### config.mk
export PLATFORM = sky130hd
export DESIGN_NAME = role_mem_rd_arb
export DESIGN_NICKNAME = d
export VERILOG_FILES = /design/src/rtl/role_mem_rd_arb.sv
export SDC_FILE = /design/constraint.sdc
export NUM_CORES = 1
export LEC_CHECK = 0
export BUFFER_PORTS_ARGS = -buffer_cell sky130_fd_sc_hd__clkbuf_2
export CAP_MARGIN = 20
export CORE_AREA = 2 2 280 282
export DETAILED_ROUTE_END_ITERATION = 12
export DIE_AREA = 0 0 282 284
export PLACE_DENSITY = 0.3
export SLEW_MARGIN = 20
export SYNTH_ARGS = -nofsm -noshare
export SYNTH_HDL_FRONTEND = slang
export SYNTH_SLANG_ARGS = --single-unit
export TNS_END_PERCENT = 30
### constraint.sdc
create_clock -name aclk -period 5.6 [get_ports aclk]
set_clock_uncertainty 0.15 [all_clocks]
set_input_delay 0.84 -clock aclk [delete_from_list [all_inputs] [get_ports aclk]]
set_output_delay 0.84 -clock aclk [all_outputs]
set_load 0.01 [all_outputs]
### src/rtl/role_mem_rd_arb.sv
// Round-robin arbiter sharing the role's m_axi_mem AR/R channels among NREQ read masters.
// Optional macro ROLE_MEM_RD_ARB_PERF_EN adds per-requester AR counters and an AR stall counter.
module role_mem_rd_arb #(
  parameter int NREQ    = 2,
  parameter int ADDR_W  = 48,
  parameter int DATA_W  = 256,
  parameter int MAX_OUT = 8
) (
  input  logic                   aclk,
  input  logic                   aresetn,
  input  logic [NREQ-1:0]        s_arvalid,
  output logic [NREQ-1:0]        s_arready,
  input  logic [NREQ*ADDR_W-1:0] s_araddr,
  input  logic [NREQ*8-1:0]      s_arlen,
  input  logic [NREQ*3-1:0]      s_arsize,
  input  logic [NREQ*2-1:0]      s_arburst,
  output logic [NREQ-1:0]        s_rvalid,
  input  logic [NREQ-1:0]        s_rready,
  output logic [DATA_W-1:0]      s_rdata,
  output logic [1:0]             s_rresp,
  output logic                   s_rlast,
  output logic [ADDR_W-1:0]      m_axi_mem_araddr,
  output logic [7:0]             m_axi_mem_arlen,
  output logic [2:0]             m_axi_mem_arsize,
  output logic [1:0]             m_axi_mem_arburst,
  output logic                   m_axi_mem_arvalid,
  input  logic                   m_axi_mem_arready,
  input  logic [DATA_W-1:0]      m_axi_mem_rdata,
  input  logic [1:0]             m_axi_mem_rresp,
  input  logic                   m_axi_mem_rlast,
  input  logic                   m_axi_mem_rvalid,
  output logic                   m_axi_mem_rready
`ifdef ROLE_MEM_RD_ARB_PERF_EN
  ,
  output logic [NREQ*32-1:0]     perf_ar_cnt,
  output logic [31:0]            perf_stall_cnt
`endif
);

  localparam int IDX_W = (NREQ > 1) ? $clog2(NREQ) : 1;
  localparam int PTR_W = (MAX_OUT > 1) ? $clog2(MAX_OUT) : 1;
  localparam int CNT_W = $clog2(MAX_OUT) + 1;

  typedef enum logic {ST_IDLE = 1'b0, ST_ISSUE = 1'b1} state_t;

  state_t             state_q, state_d;
  logic [ADDR_W-1:0]  ar_addr_q, ar_addr_d;
  logic [7:0]         ar_len_q, ar_len_d;
  logic [2:0]         ar_size_q, ar_size_d;
  logic [1:0]         ar_burst_q, ar_burst_d;
  logic [IDX_W-1:0]   win_q, win_d;
  logic [IDX_W-1:0]   last_grant_q, last_grant_d;
  logic [IDX_W-1:0]   fifo_q [MAX_OUT];
  logic [PTR_W-1:0]   wptr_q, rptr_q;
  logic [CNT_W-1:0]   count_q, count_d;

  logic               rr_found_s;
  logic [IDX_W-1:0]   rr_idx_s;
  logic [IDX_W-1:0]   cand_s;
  logic               grant_s;
  logic               push_s;
  logic               pop_s;
  logic               empty_s;
  logic [IDX_W-1:0]   head_s;

  // Round-robin search starting one past the requester last issued on the master port.
  always_comb begin
    rr_found_s = 1'b0;
    rr_idx_s   = '0;
    cand_s     = '0;
    for (int k = 1; k <= NREQ; k++) begin
      cand_s = IDX_W'((int'(last_grant_q) + k) % NREQ);
      if (!rr_found_s && s_arvalid[cand_s]) begin
        rr_found_s = 1'b1;
        rr_idx_s   = cand_s;
      end else begin
        rr_idx_s   = rr_idx_s;
      end
    end
  end

  assign grant_s = (state_q == ST_IDLE) && rr_found_s && (count_q < CNT_W'(MAX_OUT));
  assign push_s  = (state_q == ST_ISSUE) && m_axi_mem_arready;

  // AR FSM state register.
  always_ff @(posedge aclk) begin
    if (!aresetn) begin
      state_q <= ST_IDLE;
    end else begin
      state_q <= state_d;
    end
  end

  // AR FSM next state.
  always_comb begin
    state_d = state_q;
    case (state_q)
      ST_IDLE: begin
        if (grant_s) state_d = ST_ISSUE;
        else         state_d = ST_IDLE;
      end
      ST_ISSUE: begin
        if (m_axi_mem_arready) state_d = ST_IDLE;
        else                   state_d = ST_ISSUE;
      end
      default: state_d = ST_IDLE;
    endcase
  end

  // AR FSM outputs: requester accept pulse in the grant cycle, master valid while issuing.
  always_comb begin
    s_arready         = '0;
    m_axi_mem_arvalid = 1'b0;
    case (state_q)
      ST_IDLE: begin
        if (grant_s) s_arready[rr_idx_s] = 1'b1;
        else         s_arready = '0;
      end
      ST_ISSUE: m_axi_mem_arvalid = 1'b1;
      default:  m_axi_mem_arvalid = 1'b0;
    endcase
  end

  // Capture the winner's request payload in the grant cycle only.
  always_comb begin
    ar_addr_d    = ar_addr_q;
    ar_len_d     = ar_len_q;
    ar_size_d    = ar_size_q;
    ar_burst_d   = ar_burst_q;
    win_d        = win_q;
    last_grant_d = last_grant_q;
    if (grant_s) begin
      ar_addr_d  = s_araddr[int'(rr_idx_s)*ADDR_W +: ADDR_W];
      ar_len_d   = s_arlen[int'(rr_idx_s)*8 +: 8];
      ar_size_d  = s_arsize[int'(rr_idx_s)*3 +: 3];
      ar_burst_d = s_arburst[int'(rr_idx_s)*2 +: 2];
      win_d      = rr_idx_s;
    end else begin
      win_d      = win_q;
    end
    if (push_s) last_grant_d = win_q;
    else        last_grant_d = last_grant_q;
  end

  // AR payload, winner and round-robin pointer registers.
  always_ff @(posedge aclk) begin
    if (!aresetn) begin
      ar_addr_q    <= '0;
      ar_len_q     <= 8'd0;
      ar_size_q    <= 3'd0;
      ar_burst_q   <= 2'd0;
      win_q        <= '0;
      last_grant_q <= IDX_W'(NREQ - 1);
    end else begin
      ar_addr_q    <= ar_addr_d;
      ar_len_q     <= ar_len_d;
      ar_size_q    <= ar_size_d;
      ar_burst_q   <= ar_burst_d;
      win_q        <= win_d;
      last_grant_q <= last_grant_d;
    end
  end

  assign m_axi_mem_araddr  = ar_addr_q;
  assign m_axi_mem_arlen   = ar_len_q;
  assign m_axi_mem_arsize  = ar_size_q;
  assign m_axi_mem_arburst = ar_burst_q;

  // R data returns in AR order, so the order-FIFO head owns the current beat.
  assign empty_s          = (count_q == CNT_W'(0));
  assign head_s           = fifo_q[rptr_q];
  assign m_axi_mem_rready = !empty_s && s_rready[head_s];
  assign pop_s            = m_axi_mem_rvalid && m_axi_mem_rready && m_axi_mem_rlast;
  assign s_rdata          = m_axi_mem_rdata;
  assign s_rresp          = m_axi_mem_rresp;
  assign s_rlast          = m_axi_mem_rlast;

  // Per-requester R valid steering.
  always_comb begin
    s_rvalid = '0;
    for (int i = 0; i < NREQ; i++) begin
      if (m_axi_mem_rvalid && !empty_s && (int'(head_s) == i)) s_rvalid[i] = 1'b1;
      else                                                     s_rvalid[i] = 1'b0;
    end
  end

  // Order-FIFO occupancy.
  always_comb begin
    case ({push_s, pop_s})
      2'b10:   count_d = count_q + CNT_W'(1);
      2'b01:   count_d = count_q - CNT_W'(1);
      default: count_d = count_q;
    endcase
  end

  // Order-FIFO storage and pointers.
  always_ff @(posedge aclk) begin
    if (!aresetn) begin
      wptr_q  <= '0;
      rptr_q  <= '0;
      count_q <= '0;
      for (int i = 0; i < MAX_OUT; i++) fifo_q[i] <= '0;
    end else begin
      count_q <= count_d;
      if (push_s) begin
        fifo_q[wptr_q] <= win_q;
        wptr_q         <= wptr_q + PTR_W'(1);
      end
      if (pop_s) rptr_q <= rptr_q + PTR_W'(1);
    end
  end

`ifdef ROLE_MEM_RD_ARB_PERF_EN
  logic [NREQ*32-1:0] perf_ar_q;
  logic [31:0]        perf_stall_q;

  // Performance counters: ARs issued per requester and master AR stall cycles.
  always_ff @(posedge aclk) begin
    if (!aresetn) begin
      perf_ar_q    <= '0;
      perf_stall_q <= 32'd0;
    end else begin
      if (push_s) perf_ar_q[int'(win_q)*32 +: 32] <= perf_ar_q[int'(win_q)*32 +: 32] + 32'd1;
      if (m_axi_mem_arvalid && !m_axi_mem_arready) perf_stall_q <= perf_stall_q + 32'd1;
    end
  end

  assign perf_ar_cnt    = perf_ar_q;
  assign perf_stall_cnt = perf_stall_q;
`endif

endmodule

# After elaboration in Yosys (flattened, before gate mapping)
# Memories as Yosys holds them, arrays and structs flattened. A register that Yosys moved wholly into a read port is not among the register bits.
# Cells that the tools add are included.
[classes]
n_addsub = 6
mul = 2
div_mod_pow = 0
n_lt_le_gt_ge = 6
n_eq_ne = 2
n_shift = 4
muxes = 30
n_bitwise = 2
reduce_logical = 16
[ops]
columns = ["cell", "n"]
rows = [
  ["96-bit by 8-bit variable part select with 48-bit output", 1],
  ["1-bit 2-to-1 mux", 22],
  ["16-bit by 5-bit variable part select with 8-bit output", 1],
  ["1-bit logical AND", 11],
  ["3-bit 2-to-1 mux", 3],
  ["1-bit by 2-bit < comparator with 1-bit output (second input constant)", 4],
  ["4-bit one-hot mux with 2 select lines", 1],
  ["3-bit by 1-bit adder with 3-bit output (second input constant)", 2],
  ["1-bit by 2-bit multiplier with 3-bit output (second input constant)", 2],
  ["6-bit by 4-bit variable part select with 3-bit output", 1],
  ["4-bit by 1-bit adder with 4-bit output (second input constant)", 1],
  ["4-bit logical NOT", 1],
  ["4-bit < comparator (second input constant)", 1],
  ["2-bit 2-to-1 mux", 2],
  ["4-bit by 3-bit variable part select with 2-bit output", 1],
  ["4-bit by 1-bit subtractor with 4-bit output (second input constant)", 1],
  ["1-bit adder (second input constant)", 2],
  ["2-bit by 1-bit == test with 1-bit output (second input constant)", 1],
  ["2-bit == test (second input constant)", 1],
  ["1-bit logical NOT", 2],
  ["1-bit NOT", 2],
  ["1-bit one-hot mux with 2 select lines", 1],
  ["2-bit nonzero test", 1],
  ["1-bit demux with 1-bit select", 1],
  ["other kinds (2)", 2],
]
[word_totals]
register_bits = 74
latch_bits = 0
mem_bits_rw = 8
mem_bits_ro = 0
input_bits = 389
elab_cells = 79
mem_count = 1
[memory_table]
columns = ["name", "depth", "word_bits", "read_ports", "rd_clocked_by_memory_dff", "wr", "line_no", "text"]
rows = [
  ["fifo_q", 8, 1, 1, 1, 8, "53", "logic [IDX_W-1:0] fifo_q [MAX_OUT];"],
]

# Logic depth before layout (Yosys ltp)
# Gate-level depths: netlist of run 1.
[depth]
depth_word = 13
depth_mapped = 11
depth_no_buf = 11

# Worst setup path before layout of run 1
# OpenSTA, ideal clock, no wires.
[synth_timing]
path_type = "flip-flop to flip-flop"
from = "reg with a tool-made name"
to = "reg count_q[2]"
arrival_time_ns = 2.921
required_time_ns = 5.374
path_slack_ns = 2.454
stages_incl_launch_ff = 12
n_path_buf = 0
period_less_slack_ns = 3.146
path_cell_list = "dfxtp_1 > mux4_1 > mux2_4 > mux2i_2 > nor3b_2 > ha_1 > xor2_1 > ha_1 > a21oi_1 > xor2_1 > or3_1 > a21boi_0"
[synth_lines]
columns = ["element", "line_no", "text"]
rows = [
  ["end signal, assigned", "204", "count_q <= count_d;"],
  ["end, declared", "55", "logic [CNT_W-1:0] count_q, count_d;"],
]

==> qor.csv, run 1 <==
metric;value;unit
outcome;complete, no violations;
RSZ-0062 raised after global routing;no;
min-delay src;fifo_q[1]$_DFF_P_;
global route overflow;0;
IO Pins;715;
Max Root-Sink Buffers;2;
Max Fclk;293.1;MHz
post-CTS setup buffer count;0;
crit path DAT;3.56;ns
most frequent cells in the layout;clkbuf_2, dfxtp_1, nand2_1, mux2i_1, o211a_1;
#FFs+latches synth;85;
Initial Util;0.07668;
maxcap violations;0;
Pwr Total;0.001709;W
warnings from Yosys;0;
pwr dens;262.8;nW/um^2
Post-Synthesis Cells;652;
Setup crit end kind;flop;
crit path max fanout;5;
syn nets;1046;
die area;80090;sq um
Final Slew Violations;0;
sequential area share after synthesis;0.2884;
Mapped Area;5901;sq um
DRT Pass-1 Iters;4;
# rows;102;
Finish-stage setup viols;0;
share of post-route cells with drive strength above 1;0.3851;
drt drc;0;
Clock Latency Late Sink;0.38;ns
initial drt markers;102;
synth unique cells;33;
CP required;5.75;ns
Die W;282;um
Post-DRT Antenna Nets;0;
Layout Cells excl Fill;1619;
minimum clock period;3.412;ns
Area growth syn-to-layout;10.20;%
Core Area;76960;sq um
RePlAce Congestion;0.7012;
asr flop ratio synth;0;
H-tree depth;3;
Post-synth EDFFs;0;
drt total wl;28820;um
final core utilization;0.08450;
Nets;968;
final worst path period share;0.6093;
global-route wire length before repair;37000;um
critical path class;reg -> reg;
CTS Hold Buffers Added;0;
largest net degree at the start of global routing;85;
CTS tree;done;
Worst Tran Pin Value;0.8670;ns
initial antenna violation count;0;
number of global-route vias before repair;4227;
maximum vdd drop;0.1489;mV
DR vias;3976;
Mean Syn Cell Area;9.050;sq um
crit start category;flop;
Avg Vias per Cell;2.456;
post-CTS sizing;0;
TritonCTS buffer count;9;
WL per Instance;17.80;um
Setup TNS Final;0;ns
Cells after DPL;1603;
Leak;3.014;nW
clock-pin slew on the worst setup and hold paths;0.07;ns
DIE HEIGHT;284;um
GRT Total Usage;0.06956;
# diodes;0;
Port-buffer cells;198;
Hold Path Class;reg -> reg;
Fin. Hold Viols;0;
Most used DFF post-synth;dfxtp_1;
Clock Tree Root;clkbuf_16;
Sink Count;85;
commonest non-fill, non-tap cell in the layout;clkbuf_2;
detailed placement HPWL;24220;um
Slew headroom;0.4220;
[synthesized netlist by cell type, types with 2 or more instances]
| master | instances | area [sq um] |
|---|---|---|
| buf_4 | 259 | 1944 |
| o21ai_0 | 5 | 25.02 |
| nor2_1 | 3 | 11.26 |
| inv_1 | 3 | 11.26 |
| and2_1 | 6 | 37.54 |
| mux4_1 | 2 | 52.55 |
| clkbuf_1 | 25 | 93.84 |
| a21oi_1 | 4 | 20.02 |
| o211a_1 | 61 | 610.6 |
| nand2b_1 | 5 | 31.28 |
| nor3_1 | 3 | 15.01 |
| nand2_1 | 75 | 281.5 |
| mux2i_1 | 66 | 660.6 |
| a21boi_0 | 4 | 30.03 |
| dfxtp_1 | 85 | 1702 |
| buf_2 | 6 | 30.03 |
| xor2_1 | 2 | 17.52 |
| o31ai_1 | 6 | 45.04 |
| o211ai_1 | 7 | 52.55 |
| nor2b_1 | 4 | 25.02 |
| xnor2_1 | 4 | 35.03 |
| nand3_1 | 2 | 10.01 |
| ha_1 | 5 | 62.56 |
[routing by layer]
layer	up-vias	global-route usage	wire length (um)
met4	4	0.04840	1952
li1	1779	-	-
met1	1700	0.05000	7385
met5	-	0.009768	92
met2	376	0.1189	14080
met3	117	0.05681	5310
[area by class of cell]
type,instances,area [sq um]
multi-input cells,273,2135
well taps,1040,1301
clock inverters,7,105.1
clock buffers,9,225.2
repair buffers,202,1023
flip-flops and latches,85,1702
inverters,3,11.26
fillers,8992,70450
[per-stage QoR]
| step | cell area [sq um] | hold WS [ns] | worst slack [ns] |
|---|---|---|---|
| final | 6502 | 0.3093 | 2.188 |
| after global placement | 6172 | 0.3101 | 2.168 |
| after detailed placement | 6172 | 0.3043 | 2.183 |
| after CTS | 6502 | 0.3150 | 2.154 |
| after global routing | 6502 | 0.3649 | 1.875 |
| after floorplan | 5901 | 0.2812 | 2.454 |
[report_power, final]
| group | switching (W) | internal [W] |
|---|---|---|
| logic | 0.000174 | 0.000146 |
| registers | 0.0000306 | 0.000658 |
| clock network | 0.000303 | 0.000398 |
| total | 0.000507 | 0.00120 |
[critical path, cell delays in order, from the launching register on]
cell and delay, ns:
dfxtp_1 0.36, mux4_1 0.57, mux2_4 0.30, mux2i_2 0.18, nor3b_2 0.42, ha_1 0.35
xor2_1 0.17, ha_1 0.16, a21oi_1 0.05, xor2_1 0.16, or3_1 0.30, a21boi_0 0.17
[final timing paths]
kind | slack, ns | depth (start not counted) | endpoint
min reg2reg | 0.31 | 2 | fifo_q[1]$_DFF_P_
min | 0.31 | 2 | fifo_q[1]$_DFF_P_
max | 2.19 | 11 | count_q[2]$_SDFFE_PN0P_
max reg2reg | 2.19 | 11 | count_q[2]$_SDFFE_PN0P_
[cells by family (layout without fill, tap and decap cells)]
family	after synthesis	count (layout)	share of synthesized area
buf+inv	294	221	0.3531
simple gates	102	102	0.07634
compound gates	90	90	0.1370
flops	85	85	0.2884
mux	70	70	0.1257
xor+xnor	6	6	0.008906
fa+ha+maj	5	5	0.01060
[state kept, by name, summed over array words and instances (netlist names), named ones only]
signal	flops
m_axi_mem_araddr	48
count_q	4
m_axi_mem_arlen	8
wptr_q	3
state_q	1
last_grant_q	1
m_axi_mem_arburst	2
rptr_q	3
m_axi_mem_arsize	3
fifo_q	8
win_q	1
Note: power is estimated with default switching activity, not from simulation.
==> inputs of run 2 (changes only) <==
--- a/config.mk
+++ b/config.mk
@@ -7,9 +7,9 @@
 export LEC_CHECK = 0
 export BUFFER_PORTS_ARGS = -buffer_cell sky130_fd_sc_hd__clkbuf_2
 export CAP_MARGIN = 20
-export CORE_AREA = 2 2 280 282
+export CORE_AREA = 2 2 279 281
 export DETAILED_ROUTE_END_ITERATION = 12
-export DIE_AREA = 0 0 282 284
+export DIE_AREA = 0 0 281 283
 export PLACE_DENSITY = 0.3
 export SLEW_MARGIN = 20
 export SYNTH_ARGS = -nofsm -noshare
==> constraint.sdc (replaced) <==
create_clock -name aclk -period 3.2 [get_ports aclk]
set_clock_uncertainty 0.15 [all_clocks]
set_input_delay 0.48 -clock aclk [delete_from_list [all_inputs] [get_ports aclk]]
set_output_delay 0.48 -clock aclk [all_outputs]
set_load 0.01 [all_outputs]
==> run 2 against run 1 <==
  * Highest routed layer unchanged
  * Global-route usage fell by 0.48 points
  * Largest cell class unchanged
  * First-iteration DRC count fell by 9.8%
  * Sequential power rose by 74%
==> qor.csv, run 2 (synthesized netlist as in run 1, its figures left out) <==
metric;value;unit
Avg Vias per Cell;2.463;
Post-DP Area;6285;sq um
Logic pwr share;0.197;
final worst path period share;0.9391;
# diodes;0;
clock-pin slew on the worst setup and hold paths;0.08;ns
Max Fclk;332.8;MHz
Initial Util;0.07693;
commonest non-fill, non-tap cell in the layout;clkbuf_2;
post-CTS setup buffer count;0;
RePlAce Congestion;0.7219;
Clock Latency Late Sink;0.38;ns
Nets;978;
Clock power frac;0.392;
Leak;3.058;nW
CTS Hold Buffers Added;0;
most frequent cells in the layout;clkbuf_2, dfxtp_1, nand2_1, mux2i_1, o211a_1;
die area;79520;sq um
DRT Pass-1 Iters;4;
IO Pins;715;
Fin. Hold Viols;0;
crit path max fanout;3;
Worst Tran Pin Value;0.6222;ns
Setup TNS Final;0;ns
sequential power share;0.411;
Post-DRT Antenna Nets;0;
DR vias;4013;
Final Slew Violations;0;
initial antenna violation count;0;
CP required;3.35;ns
initial drt markers;92;
Design Area, Final;6591;sq um
detailed placement HPWL;21930;um
TritonCTS buffer count;9;
# rows;102;
Setup crit end kind;flop;
Port-buffer cells;198;
post-CTS sizing;0;
GRT Total Usage;0.06475;
Sink Count;85;
drt drc;0;
Core Area;76700;sq um
Int Power;0.002039;W
pwr dens;444.6;nW/um^2
DIE HEIGHT;283;um
Hold Path Class;in -> reg;
crit start category;flop;
maxcap violations;0;
Clock Tree Root;clkbuf_16;
max reg flops;48;
crit path DAT;3.16;ns
global-route wire length before repair;34930;um
WL per Instance;16.24;um
number of global-route vias before repair;4220;
Finish-stage setup viols;0;
critical path class;reg -> reg;
largest net degree at the start of global routing;123;
H-tree depth;3;
global route overflow;0;
Die W;281;um
CTS tree;done;
RSZ-0062 raised after global routing;no;
Area growth syn-to-layout;11.70;%
drt total wl;26460;um
maximum vdd drop;0.2185;mV
minimum clock period;3.005;ns
Slew headroom;0.5852;
share of post-route cells with drive strength above 1;0.4024;
Sw Ratio;0.3044;
switching power;0.0008920;W
Max Root-Sink Buffers;2;
outcome;complete, no violations;
## run 2: layer usage
metal  share of wire  global-route usage  vias to the layer above
li1                -                   -                     1798
met1            0.29             0.05297                     1722
met2            0.47              0.1050                      358
met3            0.16             0.04667                      133
met4           0.075             0.05160                        2
met5         0.00064            0.003663                        -
## run 2: worst paths after layout
| check | slack [ns] | start | depth (start not counted) | endpoint |
|---|---|---|---|---|
| min reg2reg | 0.32 | fifo_q[1]$_DFF_P_ | 2 | fifo_q[1]$_DFF_P_ |
| max reg2reg | 0.19 | flop | 11 | count_q[2]$_SDFFE_PN0P_ |
| min | 0.22 | m_axi_mem_arready | 3 | state_q$_SDFF_PN0_ |
| max | 0.19 | flop | 11 | count_q[2]$_SDFFE_PN0P_ |
## run 2: final cells by class
cell class	count	area, sq um
timing repair buffer	212	1136
tap	1040	1301
multi-input combinational	273	2130
clock buffer	9	225.2
sequential	85	1705
inverter	3	11.26
clock inverter	7	82.58
fill	8966	70110
## run 2: power by group through the flow
stage	Combinational, W	Clock (W)	Sequential (W)
finish	0.000577	0.00115	0.00120
global route	0.000644	0.00127	0.00122
CTS	0.000600	0.00124	0.00120
detailed placement	0.000598	0	0.00123
global placement	0.000601	0	0.00123
floorplan	0.000603	0	0.00126
## run 2: metrics by stage
stage	power, W	utilization	setup WS [ns]	instances	hold WS, ns
floorplan	0.001866	-	0.05381	652	0.2812
CTS	0.003047	0.08595	0.07084	1629	0.1760
global route	0.003128	0.08594	0.02162	1629	0.2311
detailed placement	0.001825	0.08194	0.1064	1613	0.3031
global placement	0.001828	0.08194	0.1474	1613	0.3132
finish	0.002931	0.08594	0.1949	1629	0.2234
## run 2: worst max-delay path, stage by stage, from the launching register on
cell      delay (ns)
dfxtp_4         0.37
mux4_2          0.49
mux2_4          0.29
mux2i_2         0.18
nor3b_2         0.22
ha_2            0.23
xor2_1          0.16
ha_1            0.16
a21oi_1         0.04
xor2_1          0.15
or3_1           0.30
a21boi_0        0.17
